`config.mk`:
```
export PLATFORM = sky130hd
export DESIGN_NAME = lsu
export DESIGN_NICKNAME = d
export VERILOG_FILES = /design/src/rtl/lsu_pkg.sv /design/src/rtl/lsu_load_ext.sv /design/src/rtl/lsu.sv
export SDC_FILE = /design/constraint.sdc
export NUM_CORES = 1
export LEC_CHECK = 0
export BUFFER_PORTS_ARGS = -buffer_cell sky130_fd_sc_hd__buf_2
export CAP_MARGIN = 5
export CORE_MARGIN = 5
export CORE_UTILIZATION = 40
export CTS_CLUSTER_SIZE = 14
export DETAILED_ROUTE_END_ITERATION = 8
export PLACE_DENSITY = 0.74
export SLEW_MARGIN = 10
export SYNTH_ARGS = -nofsm -noshare
export SYNTH_HDL_FRONTEND = slang
export SYNTH_SLANG_ARGS = --single-unit
```
`constraint.sdc`:
```
create_clock -name clk -period 2.65 [get_ports clk]
set_input_delay 0.1325 -clock clk [delete_from_list [all_inputs] [get_ports clk]]
set_output_delay 0.1325 -clock clk [all_outputs]
set_load 0.005 [all_outputs]
```
`src/rtl/lsu_pkg.sv`:
```
// lsu_pkg: shared types and default widths for the ktc32 load/store unit.
package lsu_pkg;

    localparam int unsigned DEF_ADDR_W = 16;
    localparam int unsigned DEF_DATA_W = 32;

    typedef enum logic [1:0] {
        SZ_BYTE = 2'b00,
        SZ_HALF = 2'b01,
        SZ_WORD = 2'b10,
        SZ_RSVD = 2'b11
    } size_e;

    typedef enum logic [1:0] {
        IDLE  = 2'b00,
        ST_HI = 2'b01,
        RESP  = 2'b10
    } state_e;

endpackage

```
`src/rtl/lsu_load_ext.sv`:
```
// lsu_load_ext: selects the byte/halfword/word from the RAM read data and
// sign- or zero-extends it to the full core data width.
module lsu_load_ext
    import lsu_pkg::*;
#(
    parameter int unsigned DATA_W = DEF_DATA_W
) (
    input  logic [DATA_W-1:0] data,
    input  logic [1:0]        size,
    input  logic              sgn,
    output logic [DATA_W-1:0] ext
);

    // Extension by access size; reserved size yields zero
    always_comb begin
        ext = '0;
        case (size_e'(size))
            SZ_BYTE: ext = {{(DATA_W-8){sgn & data[7]}}, data[7:0]};
            SZ_HALF: ext = {{(DATA_W-16){sgn & data[15]}}, data[15:0]};
            SZ_WORD: ext = data;
            default: ext = '0;
        endcase
    end

endmodule

```
`src/rtl/lsu.sv`:
```
// lsu: load/store unit in front of the byte-addressed data RAM.
// Word stores are split into two halfword writes (low half in IDLE, high half
// in ST_HI); byte stores merge with the neighbouring RAM byte.
// Optional feature: define LSU_MISALIGN_TRAP_EN to reject misaligned
// halfword/word accesses with resp_err instead of performing them.
module lsu
    import lsu_pkg::*;
#(
    parameter int unsigned ADDR_W = DEF_ADDR_W,
    parameter int unsigned DATA_W = DEF_DATA_W
) (
    input  logic                clk,
    input  logic                rst,
    input  logic                req_valid,
    output logic                req_ready,
    input  logic                req_we,
    input  logic [1:0]          req_size,
    input  logic                req_signed,
    input  logic [ADDR_W-1:0]   req_addr,
    input  logic [DATA_W-1:0]   req_wdata,
    output logic                resp_valid,
    output logic [DATA_W-1:0]   resp_rdata,
    output logic                resp_err,
    output logic                ram_we,
    output logic [ADDR_W-1:0]   ram_addr,
    output logic [DATA_W/2-1:0] ram_wd,
    input  logic [DATA_W-1:0]   ram_data
);

    localparam int unsigned HALF_W = DATA_W / 2;

    state_e              state;
    state_e              state_nx;
    size_e               req_sz;
    logic                accept;
    logic                misalign;
    logic                reject;
    logic [ADDR_W-1:0]   addr_q;
    logic [HALF_W-1:0]   wdata_hi_q;
    logic [DATA_W-1:0]   rdata_q;
    logic                err_q;
    logic [DATA_W-1:0]   load_val;

    assign req_sz    = size_e'(req_size);
    assign req_ready = (state == IDLE) && !rst;
    assign accept    = req_valid && req_ready;

`ifdef LSU_MISALIGN_TRAP_EN
    assign misalign = ((req_sz == SZ_HALF) && req_addr[0]) ||
                      ((req_sz == SZ_WORD) && (req_addr[1:0] != 2'b00));
`else
    assign misalign = 1'b0;
`endif

    assign reject = (req_sz == SZ_RSVD) || misalign;

    lsu_load_ext #(
        .DATA_W (DATA_W)
    ) u_load_ext (
        .data (ram_data),
        .size (req_size),
        .sgn  (req_signed),
        .ext  (load_val)
    );

    assign resp_valid = (state == RESP) && !rst;
    assign resp_rdata = rdata_q;
    assign resp_err   = err_q;

    // Next state and RAM port drive; reset overrides any write in flight
    always_comb begin
        state_nx = state;
        ram_we   = 1'b0;
        ram_addr = addr_q;
        ram_wd   = '0;
        case (state)
            IDLE: begin
                ram_addr = req_addr;
                if (req_sz == SZ_BYTE)
                    ram_wd = {ram_data[HALF_W-1:8], req_wdata[7:0]};
                else
                    ram_wd = req_wdata[HALF_W-1:0];
                if (accept) begin
                    ram_we = req_we && !reject;
                    if (req_we && !reject && (req_sz == SZ_WORD))
                        state_nx = ST_HI;
                    else
                        state_nx = RESP;
                end
            end
            ST_HI: begin
                ram_addr = addr_q + ADDR_W'(2);
                ram_wd   = wdata_hi_q;
                ram_we   = 1'b1;
                state_nx = RESP;
            end
            RESP: begin
                state_nx = IDLE;
            end
            default: begin
                state_nx = IDLE;
            end
        endcase
        if (rst)
            ram_we = 1'b0;
    end

    // State register and request capture at the accept edge
    always_ff @(posedge clk) begin
        if (rst) begin
            state      <= IDLE;
            addr_q     <= '0;
            wdata_hi_q <= '0;
            rdata_q    <= '0;
            err_q      <= 1'b0;
        end else begin
            state <= state_nx;
            if (accept) begin
                addr_q     <= req_addr;
                wdata_hi_q <= req_wdata[DATA_W-1:HALF_W];
                err_q      <= reject;
                rdata_q    <= (req_we || reject) ? '0 : load_val;
            end
        end
    end

endmodule

```
==> results_dict.tcl, run 1 <==
set metrics [dict create \
    outcome "finished, final reports clean" \
    synth_enable_flop_cells 0 \
    critical_path.reg2reg.startpoint "state[0]" \
    slew_headroom 0.399 \
    cts_setup_buffers 0 \
    yosysUniqueCellTypes 37 \
    ant_nets 0 \
    worst_slew_pin_slew_ns 0.898 \
    start_util 0.407 \
    timing.critical_path.cells "ha_1 -> and3_1 -> nand3_1 -> or4_1 -> nand3_1 -> buf_2" \
    die_width_um 104 \
    synthesis.area_mm2 0.00351 \
    critPathMaxStageDelay_ns 0.54 \
    dp.final_hpwl_um 7390 \
    synthMostInstantiatedCell "sky130_fd_sc_hd__nand2_1" \
    final_min_period_over_clock_period 0.897 \
    critPathKind "register to primary output" \
    hold_class "input port to register" \
    worst-path-max-fanout 7 \
    synth_top_cell_by_area "sky130_fd_sc_hd__dfxtp_1" \
    worstSetupStartpoint "addr_q[1]" \
    reg2reg_slack_ns 0.66 \
    post_synth_main_area_contributors "sky130_fd_sc_hd__dfxtp_1 38%, sky130_fd_sc_hd__nand2_1 9.9%, sky130_fd_sc_hd__nand3b_1 6.2%" \
    worst_path_most_repeated_cell "sky130_fd_sc_hd__nand3_1" \
    full_die_area_mm2 0.0108 \
    coreArea_mm2 0.00864 \
    crit_buf_inv 1 \
    syn_area_per_cell_um2 7.79 \
    via_density 5.17 \
    synth_top_cells_by_count "93 x sky130_fd_sc_hd__nand2_1, 67 x sky130_fd_sc_hd__dfxtp_1, 38 x sky130_fd_sc_hd__a21oi_1" \
    timing.setup.tns_ns 0 \
    ys_ff_latch 67 \
    yosysWarnings 0 \
    design.portCount 155 \
    startpoint_type "register" \
    cell_count_after_placement 684 \
    root_buf_cell "sky130_fd_sc_hd__clkbuf_8" \
    vdd_drop_max_uv 373 \
    rsz_0062_raised_after_global_routing "no" \
    critical_path.endpoint "ram_addr[15]" \
    synthCells 451 \
    post-route-drc-count 0 \
    timing.reg2reg.worst_path_depth 5 \
    cts_tree "built" \
    grt_start_max_net_pins 65 \
    cp_data_required_time_ns 2.52 \
    drtIter0Drc 164 \
    num_vias 3740 \
    synth_sequential_area_ratio 0.382 \
    post_route_cells_drive_above_1_share 0.310 \
    port_buffers 154 \
    setup_viol 0 \
    worst_setup_path_end_kind "primary output" \
    worst-path-stages 6 \
    post_layout_nonfiller_instances 724 \
    static-leakage-power_nw 2.14 \
    crit_path_top_delay_cell "sky130_fd_sc_hd__or4_1" \
    area_growth_syn_to_layout_pct 36.0 \
    cap_viol_max_count 0 \
    drt-wirelength-per-cell_um 15.2 \
    cts.sink_count 67 \
    totalPowerFinal_w 0.00236 \
    cts.path.max_buffers 2 \
    postSynthNetCount 539 \
    rr_endpoint "resp_rdata[19]" \
    overflow 0 \
    first_global_vias 3760 \
    row_count 34 \
    final_critical_path_time_including_i_o_delays_and_setup_ns 2.38 \
    postRouteWirelength_um 11000 \
    floorplan.die.height_um 104 \
    num-nets-final 700 \
    max_clock_freq_mhz 421 \
    numCtsBuffers 9 \
    antenna_diode_instance_count 0 \
    powerDensity_mw_per_mm2 495 \
    timing.clock.skew_ns 0.00970 \
    clock_tree.htree_level_count 3 \
    synth_ff_type "sky130_fd_sc_hd__dfxtp_1" \
    crit_arrival_ns 2.24 \
    slew_violations 0 \
    path_clk_slew_ns 0.08 \
    synth_largest_type_area_fraction 0.382 \
    grt_pass1_wl_um 18100 \
    drt_pass1_iterations 4 \
    postSynth.asyncResetShare 0 \
    groute.usage.overall 0.198 \
    worst_skew_pair.late_latency_ns 0.33 \
    globalplace.congestion 0.858 \
    cp_top_family "simple AND/OR/NAND/NOR gates" \
    hold_viol 0 \
    antenna_found_initial 0 \
]
[timing repair]
item / 4_1_cts / 5_1_grt
hold buffers: 25 / 0
setup endpoints to repair: 0 / 2
endpoints found under the hold margin: 25 / 0
gates resized for setup: 0 / 1
[cells in the final DEF, fill, tap and decap left out, types with 5 or more instances in the layout]
cell	n
sky130_fd_sc_hd__a21oi_1	38
sky130_fd_sc_hd__a22oi_1	10
sky130_fd_sc_hd__and2_1	17
sky130_fd_sc_hd__buf_2	154
sky130_fd_sc_hd__buf_4	8
sky130_fd_sc_hd__clkbuf_8	10
sky130_fd_sc_hd__dfxtp_1	66
sky130_fd_sc_hd__dlygate4sd3_1	25
sky130_fd_sc_hd__inv_1	5
sky130_fd_sc_hd__mux2_2	10
sky130_fd_sc_hd__mux2i_1	19
sky130_fd_sc_hd__nand2_1	93
sky130_fd_sc_hd__nand3_1	10
sky130_fd_sc_hd__nand3b_1	29
sky130_fd_sc_hd__nor2_1	31
sky130_fd_sc_hd__nor2b_1	9
sky130_fd_sc_hd__nor3_1	5
sky130_fd_sc_hd__o21ai_1	22
sky130_fd_sc_hd__o22a_1	13
[power breakdown]
part / switching [W] / leakage, nW / internal [W]
Combinational: 0.000210 / 1.50 / 0.000214
Clock: 0.000390 / 0.0954 / 0.000456
Sequential: 0.0000388 / 0.548 / 0.00105
Total: 0.000639 / 2.14 / 0.00172
[through the flow]
stage           util  instance area, um^2  setup WS, ns  hold slack [ns]
5_1_grt        0.553                 4780        0.0462           0.0100
6_report       0.553                 4780         0.273           0.0221
4_1_cts        0.553                 4770         0.147         0.000574
2_1_floorplan      -                 3510         0.926            0.231
3_3_place_gp   0.502                 4330         0.584            0.316
3_5_place_dp   0.502                 4330         0.535            0.319
[kinds of logic after synthesis]
family / Yosys count / share of synthesized area
DFF: 67 / 0.382
muxes: 29 / 0.0862
AOI/OAI and AO/OA: 101 / 0.175
adders and majority gates: 1 / 0.00356
and+or+nand+nor: 210 / 0.299
buffers and inverters: 43 / 0.0548
[worst min-delay path by stage]
stage / from / cells after the start / slack, ns / end
final: req_addr[14] / 3 / 0.02 / addr_q[14]
after global routing: req_addr[9] / 3 / 0.01 / addr_q[9]
after CTS: req_addr[9] / 3 / 0.0006 / addr_q[9]
after detailed placement: req_wdata[19] / 3 / 0.32 / wdata_hi_q[3]
after global placement: req_wdata[24] / 3 / 0.32 / wdata_hi_q[8]
after floorplan: req_addr[0] / 2 / 0.23 / addr_q[0]
[area by class of cell]
class                           instances  area, um^2
Clock buffer                           11         141
Clock inverter                          4        51.3
Fill cell                             808        3860
Inverter                                5        18.8
Multi-Input combinational cell        341        1980
Sequential cell                        67        1350
Tap cell                              108         135
Timing Repair Buffer                  188        1100
[tightest hold or removal path, stage by stage]
cell and delay (ns):
sky130_fd_sc_hd__buf_2 0.09, sky130_fd_sc_hd__nand2_1 0.04, sky130_fd_sc_hd__o31ai_1 0.05
[registers in the layout, summed over array words and instances, names as in the netlist]
name        count
addr_q         16
resp_err        1
resp_rdata     32
state           2
wdata_hi_q     16
[routing by layer]
layer | vias to the layer above | routed length, um | global-route usage
met2 | 120 | 5430 | 0.337
met3 | 12 | 610 | 0.0529
met5 | - | 0 | 0
li1 | 1877 | - | -
met4 | 0 | 159 | 0.0731
met1 | 1731 | 4790 | 0.239
Note: power is estimated with default switching activity, not from simulation.
==> run 2: changes to the inputs <==
--- a/config.mk
+++ b/config.mk
@@ -11,7 +11,7 @@
 export CORE_UTILIZATION = 40
 export CTS_CLUSTER_SIZE = 14
 export DETAILED_ROUTE_END_ITERATION = 8
-export PLACE_DENSITY = 0.74
+export PLACE_DENSITY_LB_ADDON = 0.2
 export SLEW_MARGIN = 10
 export SYNTH_ARGS = -nofsm -noshare
 export SYNTH_HDL_FRONTEND = slang
==> run 2 against run 1 <==
Compared with the run above:
- clock skew decreased by 0.0015 ns
- sequential share of layout area decreased by 0.22 points
- register-to-register slack better by 0.17 ns
- via count shrank 1.5%
- core utilization rose by 0.39 points
- highest routed layer unchanged
==> results_dict.tcl, run 2 (same netlist as run 1, synthesis figures left out) <==
set metrics [dict create \
    full_die_area_mm2 0.0108 \
    slew_violations 0 \
    num_vias 3684 \
    row_count 34 \
    crit_path_top_delay_cell "sky130_fd_sc_hd__or4_1" \
    timing.clock.skew_ns 0.00824 \
    globalRouteMet1Util 0.235 \
    max_ffs_per_register 32 \
    vdd_drop_max_uv 195 \
    drt_pass1_iterations 4 \
    hold_class "input port to register" \
    via_density 5.03 \
    gr-usage-met2 0.321 \
    worst_slew_pin_slew_ns 0.877 \
    outcome "finished, final reports clean" \
    hold_viol 0 \
    cts_tree "built" \
    design.portCount 155 \
    dp_worst_setup_slack_ns 0.714 \
    use_met3 0.0535 \
    post-route-drc-count 0 \
    static-leakage-power_nw 2.16 \
    crit_arrival_ns 2.17 \
    die_width_um 104 \
    dp.final_hpwl_um 7210 \
    antenna_diode_instance_count 0 \
    startpoint_type "register" \
    cap_viol_max_count 0 \
    path_clk_slew_ns 0.08 \
    max_clock_freq_mhz 435 \
    root_buf_cell "sky130_fd_sc_hd__clkbuf_8" \
    grt_pass1_wl_um 17300 \
    num-nets-final 707 \
    final_min_period_over_clock_period 0.868 \
    drtIter0Drc 168 \
    area_growth_syn_to_layout_pct 36.9 \
    holdWs_ns 0.0240 \
    timing.critical_path.cells "ha_1 -> and3_1 -> nand3_1 -> or4_1 -> nand3_1 -> buf_2" \
    coreArea_mm2 0.00864 \
    postRouteWirelength_um 10400 \
    clock_tree.htree_level_count 3 \
    first_global_vias 3652 \
    port_buffers 154 \
    worst_setup_path_end_kind "primary output" \
    fin_ws_ns 0.349 \
    critPathMaxStageDelay_ns 0.52 \
    cts_setup_buffers 0 \
    start_util 0.407 \
    crit_buf_inv 1 \
    overflow 0 \
    cts.path.max_buffers 2 \
    powerDensity_mw_per_mm2 472 \
    cts.sink_count 67 \
    cp_data_required_time_ns 2.52 \
    globalRoute.busiestLayer "met2" \
    most-common-layout-cells "154 x sky130_fd_sc_hd__buf_2, 93 x sky130_fd_sc_hd__nand2_1, 65 x sky130_fd_sc_hd__dfxtp_1" \
    ant_nets 0 \
    antenna_found_initial 0 \
    rsz_0062_raised_after_global_routing "no" \
    worst-path-max-fanout 7 \
    final_common_cell "sky130_fd_sc_hd__buf_2" \
    placedInstanceArea_mm2 0.00434 \
    globalplace.congestion 0.845 \
    timing.setup.tns_ns 0 \
    floorplan.die.height_um 104 \
    post_cts.resized_instances 0 \
    fillCellCount 858 \
    final_critical_path_time_including_i_o_delays_and_setup_ns 2.30 \
    worst_skew_pair.late_latency_ns 0.34 \
    worst_path_most_repeated_cell "sky130_fd_sc_hd__nand3_1" \
    grt_start_max_net_pins 48 \
    cp_top_family "simple AND/OR/NAND/NOR gates" \
    drt-wirelength-per-cell_um 14.2 \
    numCtsBuffers 9 \
    setup_viol 0 \
    holdBufCountCts 29 \
    post_route_cells_drive_above_1_share 0.316 \
    slew_headroom 0.414 \
    groute.usage.overall 0.190 \
    critPathKind "register to primary output" \
    final_area_mm2 0.00481 \
]
[run 2: changes by cell type in the layout (fill, tap and decap cells not counted), sizes merged]
cell         change
bufinv           -1
buf              +3
dlygate4sd3      +4
clkinvlp         +2
clkinv           +1
clkbuf           -2
inv              +1
[run 2: layout make-up]
type	instances	area, um^2	area share
flip-flops and latches	67	1340	0.279
inverters	5	18.8	0.00390
well taps	108	135	0.0281
multi-input cells	341	1980	0.412
repair buffers	195	1150	0.239
clock buffers	9	124	0.0257
clock inverters	7	53.8	0.0112
[run 2: worst min-delay path, cell delays in order]
cell                      delay [ns]
sky130_fd_sc_hd__buf_2          0.10
sky130_fd_sc_hd__nand2_1        0.05
sky130_fd_sc_hd__nand2_1        0.05
[run 2: power by group]
group	internal [W]	switching [W]
sequential	0.00105	0.0000373
clock	0.000343	0.000414
combinational	0.000218	0.000204
[run 2: through the flow]
step / instances / utilization / total power (W)
after detailed placement: 687 / 0.503 / 0.00150
final: 732 / 0.557 / 0.00227
after global routing: 732 / 0.557 / 0.00240
after floorplan: 451 / - / 0.00132
after global placement: 687 / 0.503 / 0.00150
after CTS: 732 / 0.557 / 0.00231
[run 2: final timing paths]
check                  from              to  slack, ns  cells after the start
max               addr_q[1]    ram_addr[13]       0.35                      6
min             req_addr[3]       addr_q[3]       0.02                      3
max reg2reg        state[0]  resp_rdata[28]       0.83                      5
min reg2reg  resp_rdata[28]  resp_rdata[28]       0.45                      2
[run 2: metal layers]
layer  up-vias  part of all wire
met3         9             0.072
met2       131              0.48
met5         -                 0
met4         0             0.010
met1      1641              0.44
li1       1903                 -
